`src/rtl/mux_and_capture_fifo_if.sv`:
```
// Word handshake bundle between the mux2_and bank, the capture FIFO and its consumer.
// The master drives data/valid, and the slave answers with ready.
interface mux_and_capture_fifo_if #(
  parameter int WIDTH = 8
);
  logic [WIDTH-1:0] data;
  logic             valid;
  logic             ready;

  modport master (
    output data,
    output valid,
    input  ready
  );

  modport slave (
    input  data,
    input  valid,
    output ready
  );
endinterface

```
`src/rtl/mux_and_capture_fifo.sv`:
```
// Capture FIFO for the gated-mux result vector of a mux2_and bank.
// Defining MUX_AND_CAPTURE_FALLTHROUGH_EN adds a 0-cycle bypass when the FIFO is empty.
module mux_and_capture_fifo #(
  parameter int WIDTH = 8,
  parameter int DEPTH = 4
) (
  input  logic                         clk_i,
  input  logic                         rst_ni,
  input  logic                         flush_i,
  mux_and_capture_fifo_if.slave        in_if,
  mux_and_capture_fifo_if.master       out_if,
  output logic [$clog2(DEPTH+1)-1:0]   usage_o
);
  localparam int PW = (DEPTH > 1) ? $clog2(DEPTH) : 1;
  localparam int CW = $clog2(DEPTH + 1);

  logic [WIDTH-1:0] mem_q [DEPTH];
  logic [PW-1:0]    wr_ptr_q, wr_ptr_d;
  logic [PW-1:0]    rd_ptr_q, rd_ptr_d;
  logic [CW-1:0]    count_q, count_d;

  logic             empty, full;
  logic             rdy, vld;
  logic [WIDTH-1:0] dout;
  logic             push, pop, wr_en;

  function automatic logic [PW-1:0] inc(input logic [PW-1:0] p);
    return (p == PW'(DEPTH - 1)) ? '0 : p + 1'b1;
  endfunction

  always_comb begin
    empty = (count_q == '0);
    full  = (count_q == CW'(DEPTH));
    rdy   = ~full & ~flush_i;
    push  = in_if.valid & rdy;
`ifdef MUX_AND_CAPTURE_FALLTHROUGH_EN
    vld   = (~empty | in_if.valid) & ~flush_i;
    dout  = '0;
    if (vld) dout = empty ? in_if.data : mem_q[rd_ptr_q];
    // A word consumed straight through the bypass never touches storage
    wr_en = push & ~(empty & out_if.ready);
`else
    vld   = ~empty & ~flush_i;
    dout  = vld ? mem_q[rd_ptr_q] : '0;
    wr_en = push;
`endif
    pop   = vld & out_if.ready & ~empty;
  end

  always_comb begin
    wr_ptr_d = wr_ptr_q;
    rd_ptr_d = rd_ptr_q;
    count_d  = count_q;
    if (wr_en) wr_ptr_d = inc(wr_ptr_q);
    if (pop)   rd_ptr_d = inc(rd_ptr_q);
    unique case (1'b1)
      flush_i: begin
        wr_ptr_d = '0;
        rd_ptr_d = '0;
        count_d  = '0;
      end
      wr_en & ~pop: count_d = count_q + 1'b1;
      pop & ~wr_en: count_d = count_q - 1'b1;
      default:      count_d = count_q;
    endcase
  end

  always_ff @(posedge clk_i) begin
    if (!rst_ni) begin
      wr_ptr_q <= '0;
      rd_ptr_q <= '0;
      count_q  <= '0;
    end else begin
      wr_ptr_q <= wr_ptr_d;
      rd_ptr_q <= rd_ptr_d;
      count_q  <= count_d;
    end
  end

  always_ff @(posedge clk_i) begin
    if (rst_ni && wr_en) mem_q[wr_ptr_q] <= in_if.data;
  end

  assign in_if.ready  = rdy;
  assign out_if.valid = vld;
  assign out_if.data  = dout;
  assign usage_o      = count_q;
endmodule

```
`src/flat_wrapper.sv`:
```
// flat-port wrapper written by rule: the top's interface ports become plain ports
module mux_and_capture_fifo_flat 
#(
  parameter int WIDTH = 8,
  parameter int DEPTH = 4
)
  (clk_i, rst_ni, flush_i, usage_o, in_if_data, in_if_valid, in_if_ready, out_if_data, out_if_valid, out_if_ready);
  mux_and_capture_fifo_if #(.WIDTH(WIDTH)) in_if_i ();
  mux_and_capture_fifo_if #(.WIDTH(WIDTH)) out_if_i ();
  input  logic clk_i;
  input  logic rst_ni;
  input  logic flush_i;
  output logic [$clog2(DEPTH+1)-1:0] usage_o;
  input wire logic [$bits(in_if_i.data)-1:0] in_if_data;
  input wire logic [$bits(in_if_i.valid)-1:0] in_if_valid;
  output wire logic [$bits(in_if_i.ready)-1:0] in_if_ready;
  output wire logic [$bits(out_if_i.data)-1:0] out_if_data;
  output wire logic [$bits(out_if_i.valid)-1:0] out_if_valid;
  input wire logic [$bits(out_if_i.ready)-1:0] out_if_ready;
  assign in_if_i.data = in_if_data;
  assign in_if_i.valid = in_if_valid;
  assign in_if_ready = in_if_i.ready;
  assign out_if_data = out_if_i.data;
  assign out_if_valid = out_if_i.valid;
  assign out_if_i.ready = out_if_ready;
  mux_and_capture_fifo #(.WIDTH(WIDTH), .DEPTH(DEPTH)) u_core (.clk_i(clk_i), .rst_ni(rst_ni), .flush_i(flush_i), .in_if(in_if_i), .out_if(out_if_i), .usage_o(usage_o));
endmodule
```
`config.mk`:
```
export PLATFORM = sky130hd
export DESIGN_NAME = mux_and_capture_fifo_flat
export DESIGN_NICKNAME = d
export VERILOG_FILES = /design/src/rtl/mux_and_capture_fifo_if.sv /design/src/rtl/mux_and_capture_fifo.sv /design/src/flat_wrapper.sv
export SDC_FILE = /design/constraint.sdc
export NUM_CORES = 1
export LEC_CHECK = 0
export ABC_AREA = 1
export CAP_MARGIN = 10
export CORE_MARGIN = 10
export CORE_UTILIZATION = 25
export CTS_CLUSTER_SIZE = 28
export DETAILED_ROUTE_END_ITERATION = 6
export RECOVER_POWER = 50
export SYNTH_ARGS = -nofsm -noshare
export SYNTH_HDL_FRONTEND = slang
export SYNTH_SLANG_ARGS = --single-unit
```
`constraint.sdc`:
```
create_clock -name clk_i -period 2.19 [get_ports clk_i]
set_input_delay 0.438 -clock clk_i [delete_from_list [all_inputs] [get_ports clk_i]]
set_output_delay 0.438 -clock clk_i [all_outputs]
set_load 0.1 [all_outputs]
```
# Word level (Yosys, flattened, before mapping)
# Memory sizes are Yosys's and may differ from the RTL's. A register that Yosys moved wholly into a read port is not among the register bits.
# Cells that the tools add are included.
[op_classes]
n_addsub = 4
n_eq_ne = 3
muxes = 8
bitwise = 13
n_reduce_logical = 4
[ops]
columns = ["op", "count"]
rows = [
  ["$pmux 3 s3", 1],
  ["$mux 2", 4],
  ["$mux 8", 1],
  ["$and 1x1->1", 7],
  ["$not 1->1", 6],
  ["$add 2x1->2 const B", 2],
  ["$eq 2x2->1 const B", 2],
  ["$add 3x1->3 const B", 1],
  ["$eq 3x3->1 const B", 1],
  ["$logic_not 3->1", 1],
  ["$reduce_bool 3->1", 1],
  ["$sub 3x1->3 const B", 1],
  ["$mux 1", 2],
  ["$reduce_or 2->1", 1],
  ["$logic_and 1x1->1", 1],
]
[totals]
ff_bits = 7
ram_bits = 32
input_bits = 13
output_inout_bits = 13
word_cells = 36
n_memories = 1
[memory_table]
columns = ["name", "words", "width", "rd", "rd_ports_with_merged_regs", "wr", "line", "rtl"]
rows = [
  ["u_core.mem_q", 4, 8, 1, 1, 1, "mux_and_capture_fifo.sv:17", "logic [WIDTH-1:0] mem_q [DEPTH];"],
]

# Longest topological paths before layout
# Gate-level depths: netlist of the first run.
[depth]
word_depth = 8
depth_mapped = 11
ltp_nobuf = 11

# Worst setup path after synthesis of the first run
# OpenSTA, ideal clock, no wires.
[synth_timing]
path_kind = "register -> output"
start = "register u_core.count_q[1] (netlist: u_core.usage_o[1])"
end = "output port out_if_data[0]"
arrival_ns = 2.969
t_required_ns = 1.752
setup_slack_ns = -1.217
path_stages_with_launch = 5
path_buffers = 0
path_cell_list = "dfxtp_1 -> inv_1 -> nand3_2 -> nand2_2 -> a21oi_1"
[synth_via]
elab_chain_len = 4
[synth_rtl]
columns = ["element", "line", "rtl"]
rows = [
  ["start, declared", "mux_and_capture_fifo.sv:20", "logic [CW-1:0] count_q, count_d;"],
  ["start signal, assigned", "mux_and_capture_fifo.sv:76", "count_q <= count_d;"],
  ["$logic_not 3->1", "mux_and_capture_fifo.sv:32", "empty = (count_q == '0);"],
  ["$not 1->1", "mux_and_capture_fifo.sv:43", "vld = ~empty & ~flush_i;"],
  ["$and 1x1->1", "mux_and_capture_fifo.sv:43", ""],
  ["$mux 8", "mux_and_capture_fifo.sv:44", "dout = vld ? mem_q[rd_ptr_q] : '0;"],
  ["end, declared", "flat_wrapper.sv:17", "output wire logic [$bits(out_if_i.data)-1:0] out_if_data;"],
]
# Every way passes these cells.

# Worst setup path in the final report of the first run
[layout_timing]
start = "input port flush_i"
end = "output port out_if_data[3]"
[layout_via]
elab_chain_len = 3
[layout_rtl]
columns = ["element", "line", "rtl"]
rows = [
  ["start, declared", "flat_wrapper.sv:12", "input logic flush_i;"],
  ["$not 1->1", "mux_and_capture_fifo.sv:43", ""],
  ["$and 1x1->1", "mux_and_capture_fifo.sv:43", ""],
  ["$mux 8", "mux_and_capture_fifo.sv:44", ""],
]
# Every way passes these cells.

==> run summary, run 1 <==
status -> finished clean
Routed wire per std cell -> 12.4 um
num rows -> 31
clock sinks -> 41
Setup-failing EPs final -> 0
required time of the critical path -> 1750 ps
Reg clk slew, reported paths -> 80 ps
RD Place Congestion -> 0.756
dominant cell by count in the synthesized netlist -> nor2_1
initial antenna violation count -> 1
die area -> 0.0115 mm^2
asr flop ratio synth -> 0%
Routed WL -> 3.83 mm
Netlist cell types -> 23
Die H -> 107 um
Congestion Overflow GR -> 0
EDFF count, synth -> 32
simple logic cell fraction of the synthesized area -> 19.9%
DR vias -> 1284
CORE AREA -> 0.00733 mm^2
min Tclk post-route -> 2090 ps
Lkg Pwr -> 0.937 nW
Post-DP HPWL -> 2.76 mm
final number of max-transition violations -> 0
TritonCTS Buffers -> 5
Hold-fix buffers, CTS -> 0
Place WS -> 3.87 ps
H-tree lvl count -> 2
mux cell area share after synthesis -> 0%
largest cells by area after synthesis -> edfxtp_1, dfxtp_1, nor2_1
# resized after CTS -> 0
peak supply drop -> 248 uV
Worst Path Buf+Inv -> 4
final hold vios -> 0
Slew @ Worst Pin -> 550 ps
worst reg-to-reg setup slack -> 370 ps
Layout Skew -> 7.82 ps
Syn. warnings -> 0
Worst-Skew Late Latency -> 290 ps
Core Util, Final -> 35.7%
largest family of logic cells by synthesized area -> simple AND/OR/NAND/NOR gates
Max-slew headroom -> 63.5%
critical path endpoint category -> output pin
postcts setup bufs -> 0
GR Util All Layers -> 6.99%
maxcap violations -> 0
initial drt markers -> 56
R2R cell count -> 10
Boundary Pins -> 26
Worst R2R Start -> u_core.usage_o[1]$_SDFFE_PN0P_
Diodes inserted -> 0
Clock Path Buffers -> 2
critical path startpoint category -> input pin
Hold Crit Endpoint -> u_core.usage_o[1]$_SDFFE_PN0P_
power per cell area -> 635 mW/mm^2
maximum fanout along the worst path -> 9
Root Driver -> clkbuf_8
Seq/Total Area, Yosys -> 60.2%
Initial Utilization -> 25.9%
final worst hold slack -> 504 ps
post-synthesis adder-cell area fraction -> 5.68%
Worst Hold Launch -> u_core.usage_o[1]$_SDFFE_PN0P_
drt pass-1 iters -> 4
Setup TNS Final -> 0 ps
CTS tree -> done
crit path kind -> input pin to output pin
Crit path top cell by count -> buf_12
area share of the largest cell type after synthesis -> 50.7%
Die W -> 107 um
Min-Delay Path Class -> flop to flop
first-pass GRT wire length -> 6.31 mm
vias in the first global route -> 1323
crit path max-delay cell type -> clkdlybuf4s50_1
synthesized net count -> 193
XOR/XNOR Fraction of Synth Area -> 0%
Final #Nets -> 231
final clock period utilization by the worst path -> 95.6%
Cells after Synth -> 172
Layout area overhead -> 37.9%
drt drc -> 0
setup ws final -> 97.3 ps
r2r endpoint -> u_core.usage_o[1]$_SDFFE_PN0P_
Compound-Gate Fraction of Synth Area -> 8.18%
CP arrival -> 1650 ps
Yosys reg bits -> 41
Post-synth top cells -> nor2_1, edfxtp_1, nand2_1
syn_area_per_cell -> 11.0 um^2
cell accounting for the most synthesized area -> edfxtp_1
cell family with most CP delay -> buffers and inverters
fraction of layout cells with a size suffix above 1 -> 33.2%
crit-path cells -> clkdlybuf4s50_1 > inv_1 > nand2_2 > buf_12 > a21oi_4 > buf_12
port buffer count -> 25
DR vias/cell -> 4.14
FMAX -> 478 MHz
Primary FF master, synth -> edfxtp_1
largest net degree at the start of global routing -> 17
worst stage delay on the critical path -> 420 ps
cell area after synthesis -> 0.00190 mm^2
Routed Antenna Nets -> 0
Min-Delay Path Depth -> 2
FILL cells -> 717
unrepaired setup endpoints after global routing -> no
[registers in the layout, summed over array words and instances (netlist names), named ones only]
signal and count:
u_core.rd_ptr_q 2, u_core.wr_ptr_q 2, u_core.usage_o 3, u_core.mem_q 32
[power breakdown]
part	leakage, nW	internal [W]	total [W]	switching, W
Sequential	0.364	0.000845	0.000851	0.00000525
Clock	0.0518	0.000335	0.000584	0.000248
Combinational	0.521	0.0000790	0.000226	0.000147
[cell type report]
class / instances / area [um^2] / area share (%)
inverter: 18 / 71.3 / 2.73
tap: 99 / 124 / 4.74
clock inverter: 3 / 41.3 / 1.58
clock buffer: 5 / 68.8 / 2.63
sequential: 41 / 1150 / 44.1
timing repair buffer: 35 / 419 / 16.0
multi-input combinational: 109 / 737 / 28.2
[placed cells by master (no fill, tap or decap)]
cell              n
a21oi_1           2
a21oi_2           1
a21oi_4           8
a31oi_2           1
buf_12           11
buf_4             8
bufinv_16         1
clkbuf_1          1
clkbuf_2          3
clkbuf_8          5
clkdlybuf4s50_1   3
clkinv_1          1
clkinvlp_4        2
dfxtp_1           6
dfxtp_4           3
dlygate4sd3_1     9
edfxtp_1         32
fa_1              1
ha_1              7
inv_1            11
inv_2             6
nand2_1          14
nand2_2           1
nand3_1           2
nand3_2           2
nand3_4           2
nor2_1           33
nor2_2           12
nor3_1            1
nor3b_2           4
o21ai_0           8
o21ai_1          10
[worst max path at each step]
| stage | from | end | depth (start not counted) |
|---|---|---|---|
| detailed placement | flush_i | u_core.usage_o[2]$_SDFFE_PN0P_ | 10 |
| finish | flush_i | out_if_data[3] | 6 |
| global route | flop | out_if_data[3] | 6 |
| CTS | flop | out_if_data[5] | 6 |
| floorplan | u_core.usage_o[1]$_SDFFE_PN0P_ | out_if_data[0] | 4 |
| global placement | flush_i | u_core.usage_o[1]$_SDFFE_PN0P_ | 10 |
[per-layer routing]
metal  wire length, um  track usage, %  vias up
met3               220            3.17        6
met2              1950            12.5       23
met5                13               0        -
met1              1610            7.18      601
met4                36            2.03        2
li1                  -               -      652
[kinds of logic after synthesis]
| family | Yosys count |
|---|---|
| AOI/OAI and AO/OA | 30 |
| DFF | 41 |
| and+or+nand+nor | 71 |
| buffers and inverters | 22 |
| adders and majority gates | 8 |
[tightest hold or removal path, stage by stage (launching register included)]
cell     delay [ps]
dfxtp_4         350
nand2_1          60
a21oi_1          60
[per-stage QoR]
| step | power (W) | cells | cell area (um^2) |
|---|---|---|---|
| 2_1_floorplan | 0.00101 | 172 | 2010 |
| 3_3_place_gp | 0.00110 | 302 | 2510 |
| 3_5_place_dp | 0.00110 | 302 | 2510 |
| 4_1_cts | 0.00169 | 310 | 2630 |
| 5_1_grt | 0.00173 | 310 | 2610 |
| 6_report | 0.00166 | 310 | 2610 |
(Power assumes the default switching activity.)
==> run 2, diff against run 1 <==
--- a/config.mk
+++ b/config.mk
@@ -7,7 +7,6 @@
 export LEC_CHECK = 0
 export ABC_AREA = 1
 export CAP_MARGIN = 10
-export CORE_MARGIN = 10
 export CORE_UTILIZATION = 25
 export CTS_CLUSTER_SIZE = 28
 export DETAILED_ROUTE_END_ITERATION = 6
==> constraint.sdc (replaced) <==
create_clock -name clk_i -period 1.8 [get_ports clk_i]
set_input_delay 0.36 -clock clk_i [delete_from_list [all_inputs] [get_ports clk_i]]
set_output_delay 0.36 -clock clk_i [all_outputs]
set_load 0.1 [all_outputs]
==> run 2 against run 1 <==
- utilization rose by 3.7 points
- clock skew up 0.85 ps
- critical path depth down 1
- clock-buffer cell count did not move
- first-iteration DRC count fell by 8.9%
- cell count grew 2.9%
- critical path type is now flop to output pin
- hold slack better by 15 ps
- largest cell class unchanged
==> run summary, run 2 (synthesis gave the netlist of run 1 again) <==
die area -> 0.00793 mm^2 (-31%)
Post-DP HPWL -> 2.60 mm (-5.9%)
DR vias/cell -> 4.17 (+0.66%)
internal power -> 0.00169 W (+34%)
clock share of power -> 39.1% (+3.9 points)
DR vias -> 1330 (+3.6%)
CTS tree -> done
peak supply drop -> 265 uV (+7.0%)
FILL cells -> 738 (+2.9%)
CORE AREA -> 0.00729 mm^2 (-0.53%)
net switching power -> 0.000511 W (+28%)
Die H -> 89.1 um (-17%)
max FFs per register -> 32 (unchanged)
crit path kind -> flop to output pin
critical path startpoint category -> flop
final number of max-transition violations -> 0 (unchanged)
Final #Nets -> 239 (+3.5%)
first-pass GRT wire length -> 6.09 mm (-3.6%)
vias in the first global route -> 1282 (-3.1%)
Worst-Skew Late Latency -> 290 ps (about the same)
Reg clk slew, reported paths -> 80 ps (about the same)
Comb power frac -> 13.7% (about the same)
required time of the critical path -> 1440 ps (-310 ps)
Setup-failing EPs final -> 0 (unchanged)
Layout area overhead -> 51.2%
initial drt markers -> 51 (-8.9%)
fraction of layout cells with a size suffix above 1 -> 43.8% (+11 points)
Hold-fix buffers, CTS -> 0 (unchanged)
Lkg Pwr -> 1.03 nW (+10%)
maximum fanout along the worst path -> 16 (+7)
Reg area -> 0.00116 mm^2 (+0.33%)
Routed wire per std cell -> 11.8 um (-4.9%)
Routed WL -> 3.75 mm (-2.1%)
clock sinks -> 41 (unchanged)
Setup TNS Final -> 0 ps (unchanged)
Core Util, Final -> 39.3% (+3.7 points)
most frequent cells in the layout -> edfxtp_1, nor2_1, nor2_2
drt pass-1 iters -> 4 (unchanged)
Worst R2R Start -> u_core.usage_o[2]$_SDFFE_PN0P_
unrepaired setup endpoints after global routing -> yes
CP arrival -> 1420 ps (-230 ps)
Layout Skew -> 8.67 ps (+0.847 ps)
largest net degree at the start of global routing -> 17 (unchanged)
Multi-input gate area -> 828 um^2 (+12%)
TritonCTS Buffers -> 5 (unchanged)
GR Util All Layers -> 10.7% (+3.7 points)
final clock period utilization by the worst path -> 99.1%
Die W -> 89.1 um (-17%)
Root Driver -> clkbuf_8
Initial Utilization -> 26.0% (+0.14 points)
initial antenna violation count -> 1 (unchanged)
R2R cell count -> 10 (unchanged)
Slew @ Worst Pin -> 538 ps (-12.5 ps)
drt drc -> 0 (unchanged)
power per cell area -> 767 mW/mm^2 (+21%)
FMAX -> 561 MHz
worst reg-to-reg setup slack -> 150 ps (-220 ps)
status -> finished clean
share of power burned in registers -> 47.2% (-4.0 points)
RD Place Congestion -> 0.727 (-3.8%)
Routed Antenna Nets -> 0 (unchanged)
Clock Path Buffers -> 2 (unchanged)
Worst Hold Launch -> u_core.usage_o[1]$_SDFFE_PN0P_
sw frac -> 23.2% (-0.87 points)
num rows -> 31 (unchanged)
Boundary Pins -> 26 (unchanged)
r2r endpoint -> u_core.usage_o[1]$_SDFFE_PN0P_
Min-Delay Path Depth -> 2 (unchanged)
maxcap violations -> 0 (unchanged)
H-tree lvl count -> 2 (unchanged)
Hold Crit Endpoint -> u_core.usage_o[1]$_SDFFE_PN0P_
final hold vios -> 0 (unchanged)
min Tclk post-route -> 1780 ps
Max-slew headroom -> 64.3% (+0.83 points)
Largest Register -> u_core.mem_q
Min-Delay Path Class -> flop to flop
final worst hold slack -> 519 ps (+14.8 ps)
Final Non-Filler Cells -> 319 (+2.9%)
commonest non-fill, non-tap cell in the layout -> edfxtp_1
port buffer count -> 25 (unchanged)
Placed Instances -> 306 (+1.3%)
critical path endpoint category -> output pin
Congestion Overflow GR -> 0 (unchanged)
## run 2: worst max-delay path, cell delays in order (launching register included)
cell and delay, ps:
dfxtp_4 380, buf_12 150, inv_8 110, o21ai_1 120
a21oi_4 180, buf_12 190
## run 2: power by group through the flow
stage	sequential [W]	combinational, W	clock (W)
after floorplan	0.00108	0.000167	0
after global placement	0.00106	0.000298	0
after detailed placement	0.00106	0.000299	0
after CTS	0.00104	0.000313	0.000877
after global routing	0.00104	0.000323	0.000912
final	0.00104	0.000302	0.000860
## run 2: cell type report
type                       instances  share of cell area [%]
inverter                          18                    3.27
tap                               99                    4.32
clock buffer                       5                    2.40
multi-input combinational        110                    28.9
sequential                        41                    40.3
timing repair buffer              42                    18.4
antenna                            1                  0.0873
clock inverter                     3                    2.27
## run 2: worst max-delay path by stage
stage	to	slack [ps]	cells after the start
after floorplan	u_core.usage_o[1]$_SDFFE_PN0P_	-20	9
after global placement	u_core.usage_o[1]$_SDFFE_PN0P_	-150	10
after detailed placement	u_core.usage_o[1]$_SDFFE_PN0P_	-180	10
after CTS	out_if_data[4]	-20	6
after global routing	out_if_data[5]	-60	6
final	out_if_data[6]	20	5
## run 2: routing by layer
metal	vias up	track usage, %	wire length [um]
met5	-	0	0
met4	0	4.33	61
met3	7	2.59	146
met2	21	17.6	1840
met1	629	13.5	1700
li1	673	-	-
## run 2: repair_timing
action                     CTS  global route
setup buffers                1             1
cloned                       2             0
pin swaps                    4             6
resized for setup           16            12
setup endpoints to repair    9            10
## run 2: metrics by stage
stage,area [um^2],power [W],worst slack (ps)
after floorplan,2060,0.00124,-22.0
after detailed placement,2640,0.00136,-183
after global routing,2870,0.00227,-64.9
final,2870,0.00220,16.4
after global placement,2640,0.00136,-149
after CTS,2840,0.00223,-20.2
==> run 3, diff against run 2 <==
--- a/config.mk
+++ b/config.mk
@@ -6,11 +6,13 @@
 export NUM_CORES = 1
 export LEC_CHECK = 0
 export ABC_AREA = 1
-export CAP_MARGIN = 10
+export CAP_MARGIN = 0
 export CORE_UTILIZATION = 25
 export CTS_CLUSTER_SIZE = 28
 export DETAILED_ROUTE_END_ITERATION = 6
+export DONT_BUFFER_PORTS = 1
 export RECOVER_POWER = 50
+export SLEW_MARGIN = 20
 export SYNTH_ARGS = -nofsm -noshare
 export SYNTH_HDL_FRONTEND = slang
 export SYNTH_SLANG_ARGS = --single-unit
==> run 3 against run 2 <==
- combinational power fell by 17%
- utilization is 3.8 points lower
- critical endpoint is now out_if_data[5]
- largest cell class unchanged
- highest routed layer unchanged
- sequential share of layout area grew 4.2 points
==> run summary, run 3 (synthesis gave the netlist of run 1 again) <==
port buffer count -> 0 (-100%)
GRT met1 Usage -> 14.1% (+0.59 points)
cell family with most CP delay -> flip-flops
initial drt markers -> 34 (-33%)
FILL cells -> 751 (+1.8%)
Routed WL -> 3.74 mm (-0.19%)
power per cell area -> 779 mW/mm^2 (+1.5%)
Reg clk slew, reported paths -> 80 ps (about the same)
num rows -> 31 (unchanged)
Crit path top cell by count -> buf_12
RD Place Congestion -> 0.755 (+3.8%)
min Tclk post-route -> 1790 ps (+6.46 ps)
final hold vios -> 0 (unchanged)
final number of max-transition violations -> 0 (unchanged)
Root Driver -> clkbuf_8
DR vias -> 1241 (-6.7%)
commonest non-fill, non-tap cell in the layout -> edfxtp_1
die area -> 0.00793 mm^2 (unchanged)
FMAX -> 559 MHz (-0.36%)
H-tree lvl count -> 2 (unchanged)
postcts setup bufs -> 0 (-1)
CP arrival -> 1430 ps (about the same)
unrepaired setup endpoints after global routing -> yes
Layout Skew -> 7.32 ps (-1.35 ps)
Largest Register -> u_core.mem_q
fraction of layout cells with a size suffix above 1 -> 43.7% (-0.18 points)
required time of the critical path -> 1440 ps (about the same)
largest net degree at the start of global routing -> 17 (unchanged)
Congestion Overflow GR -> 0 (unchanged)
DR vias/cell -> 4.19 (+0.56%)
max FFs per register -> 32 (unchanged)
Slew @ Worst Pin -> 564 ps (+26.3 ps)
M3 GR Usage -> 3.32% (+0.74 points)
status -> finished clean
final clock period utilization by the worst path -> 99.4% (+0.36 points)
final worst hold slack -> 160 ps (-359 ps)
initial antenna violation count -> 0 (-1)
crit path max-delay cell type -> dfxtp_4
Clock Path Buffers -> 2 (unchanged)
Die H -> 89.1 um (unchanged)
crit-path cells -> buf_12 > nor2_2 > nor2_1 > o21ai_2 > a21oi_4 > buf_12
CORE AREA -> 0.00729 mm^2 (unchanged)
Lkg Pwr -> 0.895 nW (-13%)
Layout area overhead -> 36.4%
Min-Delay Path Class -> input pin to flop
drt drc -> 0 (unchanged)
CTS tree -> done
Boundary Pins -> 26 (unchanged)
grt peak-use layer -> met2
worst stage delay on the critical path -> 390 ps (about the same)
TritonCTS Buffers -> 5 (unchanged)
Setup-failing EPs final -> 0 (unchanged)
critical path startpoint category -> flop
critical path endpoint category -> output pin
Max-slew headroom -> 62.4% (-1.9 points)
peak supply drop -> 441 uV (+66%)
Global Route met2 Usage -> 18.3% (+0.63 points)
Routed Antenna Nets -> 0 (unchanged)
maximum fanout along the worst path -> 10 (-6)
Routed wire per std cell -> 12.6 um (+7.6%)
Die W -> 89.1 um (unchanged)
drt pass-1 iters -> 4 (unchanged)
Initial Utilization -> 26.0% (unchanged)
clock sinks -> 41 (unchanged)
Diodes inserted -> 0 (-1)
crit path kind -> flop to output pin
most frequent cells in the layout -> edfxtp_1, nor2_1, nor2_2
Total Power -> 0.00201 W (-8.4%)
Post-DP HPWL -> 2.68 mm (+3.1%)
maxcap violations -> 0 (unchanged)
first-pass GRT wire length -> 6.50 mm (+6.8%)
Worst-Skew Late Latency -> 290 ps (about the same)
Worst Path Buf+Inv -> 2 (-1)
worst reg-to-reg setup slack -> 110 ps (-40 ps)
GR Util All Layers -> 11.2% (+0.48 points)
Final #Nets -> 217 (-9.2%)
vias in the first global route -> 1255 (-2.1%)
[run 3: stage by stage]
step           setup slack (ps)  setup TNS (ps)  instance area, um^2  utilization (%)  std cells
3_3_place_gp                183               0                 2420             33.2        288
6_report                   9.99               0                 2590             35.5        296
5_1_grt                   -56.0            -388                 2590             35.5        296
4_1_cts                   -25.7           -70.0                 2540             34.9        296
2_1_floorplan             -22.0           -22.0                 2060                -        172
3_5_place_dp                160               0                 2420             33.2        288
[run 3: report_power, final]
group,total (W),switching (W),internal [W]
logic,0.000252,0.000172,0.0000799
registers,0.00104,0.00000835,0.00103
clock network,0.000727,0.000319,0.000408
total,0.00201,0.000499,0.00152
[run 3: worst register-to-register path: stages, from the launching register on]
cell and delay [ps]:
dfxtp_1 410, inv_6 70, nand3_4 120, nand3_4 110
inv_2 80, ha_4 130, inv_2 50, fa_1 370
nand3_1 90, nand3_1 70, a21oi_1 120
[run 3: per-layer routing]
layer | routed length [um] | vias to the layer above
met1 | 1580 | 593
met4 | 48 | 0
met3 | 194 | 5
met2 | 1920 | 20
li1 | - | 623
met5 | 0 | -
[run 3: area by class of cell]
| cell class | count | area (um^2) | area share [%] |
|---|---|---|---|
| Tap cell | 99 | 124 | 4.79 |
| Inverter | 18 | 83.8 | 3.24 |
| Clock inverter | 3 | 41.3 | 1.60 |
| Clock buffer | 5 | 68.8 | 2.66 |
| Timing Repair Buffer | 21 | 293 | 11.3 |
| Multi-Input combinational cell | 109 | 823 | 31.8 |
| Sequential cell | 41 | 1150 | 44.6 |
[run 3: final timing paths]
kind | cells after the start | to | from
setup / recovery | 6 | out_if_data[5] | flop
hold / removal | 0 | u_core.mem_q[2][4]$_DFFE_PP_ | in_if_data[4]
setup reg to reg | 10 | u_core.usage_o[2]$_SDFFE_PN0P_ | u_core.usage_o[0]$_SDFFE_PN0P_
hold reg to reg | 4 | u_core.rd_ptr_q[1]$_SDFFE_PP0N_ | u_core.rd_ptr_q[1]$_SDFFE_PP0N_
[run 3: timing repair]
action / CTS / global route
hold endpoints to repair: 0 / 0
endpoints found under the setup margin: 8 / 8
hold buffers: 0 / 0
pin swaps: 3 / 6
resized for setup: 11 / 17
==> RTL edit, RTL diff (flow settings as in run 1) <==
The option `MUX_AND_CAPTURE_FALLTHROUGH_EN` is turned on by a define.
--- a/src/rtl/mux_and_capture_fifo.sv
+++ b/src/rtl/mux_and_capture_fifo.sv
@@ -1,5 +1,7 @@
 // Capture FIFO for the gated-mux result vector of a mux2_and bank.
 // Defining MUX_AND_CAPTURE_FALLTHROUGH_EN adds a 0-cycle bypass when the FIFO is empty.
+`define MUX_AND_CAPTURE_FALLTHROUGH_EN
+
 module mux_and_capture_fifo #(
   parameter int WIDTH = 8,
   parameter int DEPTH = 4
Check against the original RTL: not equivalent (Yosys sat finds a counterexample within 4 cycles, from zero or initial values and one cycle with rst_ni low).
==> RTL edit against run 1 <==
Wire length is 2.4% higher. Synthesized cell count rose by 13%. Power up 4.2%. Sequential cell count is the same. Cell area up 6.4%. Critical path depth is 2 higher. Clock skew about the same. Worst setup slack worse by 0.024 ns. Area after synthesis increased by 6.4%. Sequential share of layout area decreased by 2.5 points. Die area increased by 5.2%. Combinational power up 28%. Fmax fell by 1.1%. Critical endpoint unchanged. Largest cell class unchanged. Highest routed layer is now met4.
==> RTL edit: results (changes against run 1) <==
run status=complete, no violations; sum of net half-perimeters after detailed placement=2.894 mm (+4.8%); clock slew seen by the registers of the worst setup and hold paths=0.07 ns; Pleak=0.9975 nW (+6.4%); share of the synthesized area in compound gates (AO/OA/AOI/OAI)=10.86% (+2.7 points); Int Pwr=0.001286 W (+2.1%); post-layout instance count excluding filler cells=338 (+9.0%); arrival time at the worst endpoint=1.68 ns (+0.03 ns); synthesized netlist net count=215 (+11%); Slew @ Worst Pin=0.5485 ns (-0.001849 ns); dominant synthesized flop cell=sky130_fd_sc_hd__edfxtp_1; post-placement worst setup slack=-0.04419 ns (-0.04807 ns); power of the combinational group=0.000289 W (+28%); register with the highest flop count=u_core.mem_q; Max Clock Skew=0.007708 ns (-0.0001164 ns); worst hold-check slack=0.5083 ns (+0.004028 ns); total detailed-routing wirelength=3.923 mm (+2.4%); average instance area after synthesis=10.40 sq um (-5.7%); average vias per placed instance=4.098 (-1.1%); origin of the worst setup path=flush_i; Peak VDD IR=208.7 uV (-16%); total placed cells including tap cells=329 (+8.9%); count of filler cells inserted in the layout=791 (+10%); Slowest-stage cell, CP=sky130_fd_sc_hd__clkdlybuf4s50_1; end point of the worst hold path=u_core.rd_ptr_q[1]; weighted congestion reported at the end of routability-driven placement=0.7168 (-5.1%); total routing usage reported by global routing=6.971% (-0.023 points); worst setup slack for register-to-register paths=0.35 ns (-0.02 ns); endpoint of the most critical register-to-register path=u_core.usage_o[2]; initial antenna violation count=0 (-1); xor-xnor portion of the synthesized cell area=0% (unchanged); Clock Power=0.000596 W (+2%); post-synthesis sequential area ratio=56.58% (-3.6 points); most used standard cells in the synthesized netlist=sky130_fd_sc_hd__nor2_1, sky130_fd_sc_hd__edfxtp_1, sky130_fd_sc_hd__nand2_1, sky130_fd_sc_hd__inv_1; dominant cells by area after synthesis=sky130_fd_sc_hd__edfxtp_1, sky130_fd_sc_hd__dfxtp_1, sky130_fd_sc_hd__nor2_1; layout cell share with drive strength beyond 1=31.78% (-1.4 points); hold path startpoint=u_core.rd_ptr_q[1]; final-stage net count=256 (+11%); wire length of the first global-routing pass=6.582 mm (+4.3%); cell area after placement=2658 sq um (+5.7%); pin count of the biggest net entering global routing=19 (+2); yosys warns=0 (unchanged); distinct cell type count after synthesis=25 (+8.7%); combinational share of power=16.7% (+3.1 points); number of cells traversed by the worst hold path=2 (unchanged); depth of the worst register-to-register path=11 (+1); share of the clock period used by the worst path after layout=96.67% (+1.1 points); initial drt markers=68 (+21%); via count of the first global-routing pass=1331 (+0.60%); adder and majority gate portion of the synthesized area=5.335% (-0.34 points); area taken by multi-input logic gates=799.5 sq um (+8.5%)
==> RTL edit: logic make-up after synthesis <==
family,count (synthesis)
AND/OR/NAND/NOR,89
flip-flops,41
AO/OA/AOI/OAI,31
buffers and inverters,25
adder cells (fa/ha/maj),8
==> RTL edit: per-layer routing <==
layer	up-vias	GRT usage [%]	share of wire [%]	routed length (um)
li1	725	-	-	-
met1	639	8.791	46	1795
met2	19	10.84	49	1923
met3	2	1.989	4.1	162
met4	0	3.067	1.0	41
met5	-	0	0	0
==> RTL edit: critical path, delay by kind of cell <==
family | cells | cell delay (ns)
compound gates | 2 | 0.14
buf+inv | 5 | 0.94
simple gates | 1 | 0.15
==> RTL edit: repair_timing <==
action	4_1_cts	5_1_grt
gates resized for setup	0	4
setup endpoints to repair	2	8
buffers inserted	1	0
pin swaps	0	1
==> RTL edit: layout make-up <==
cell class	count	area share (%)
multi-input cells	128	28.76
repair buffers	40	18.00
flip-flops and latches	41	41.58
clock buffers	5	2.475
clock inverters	3	1.665
well taps	102	4.590
inverters	19	2.925
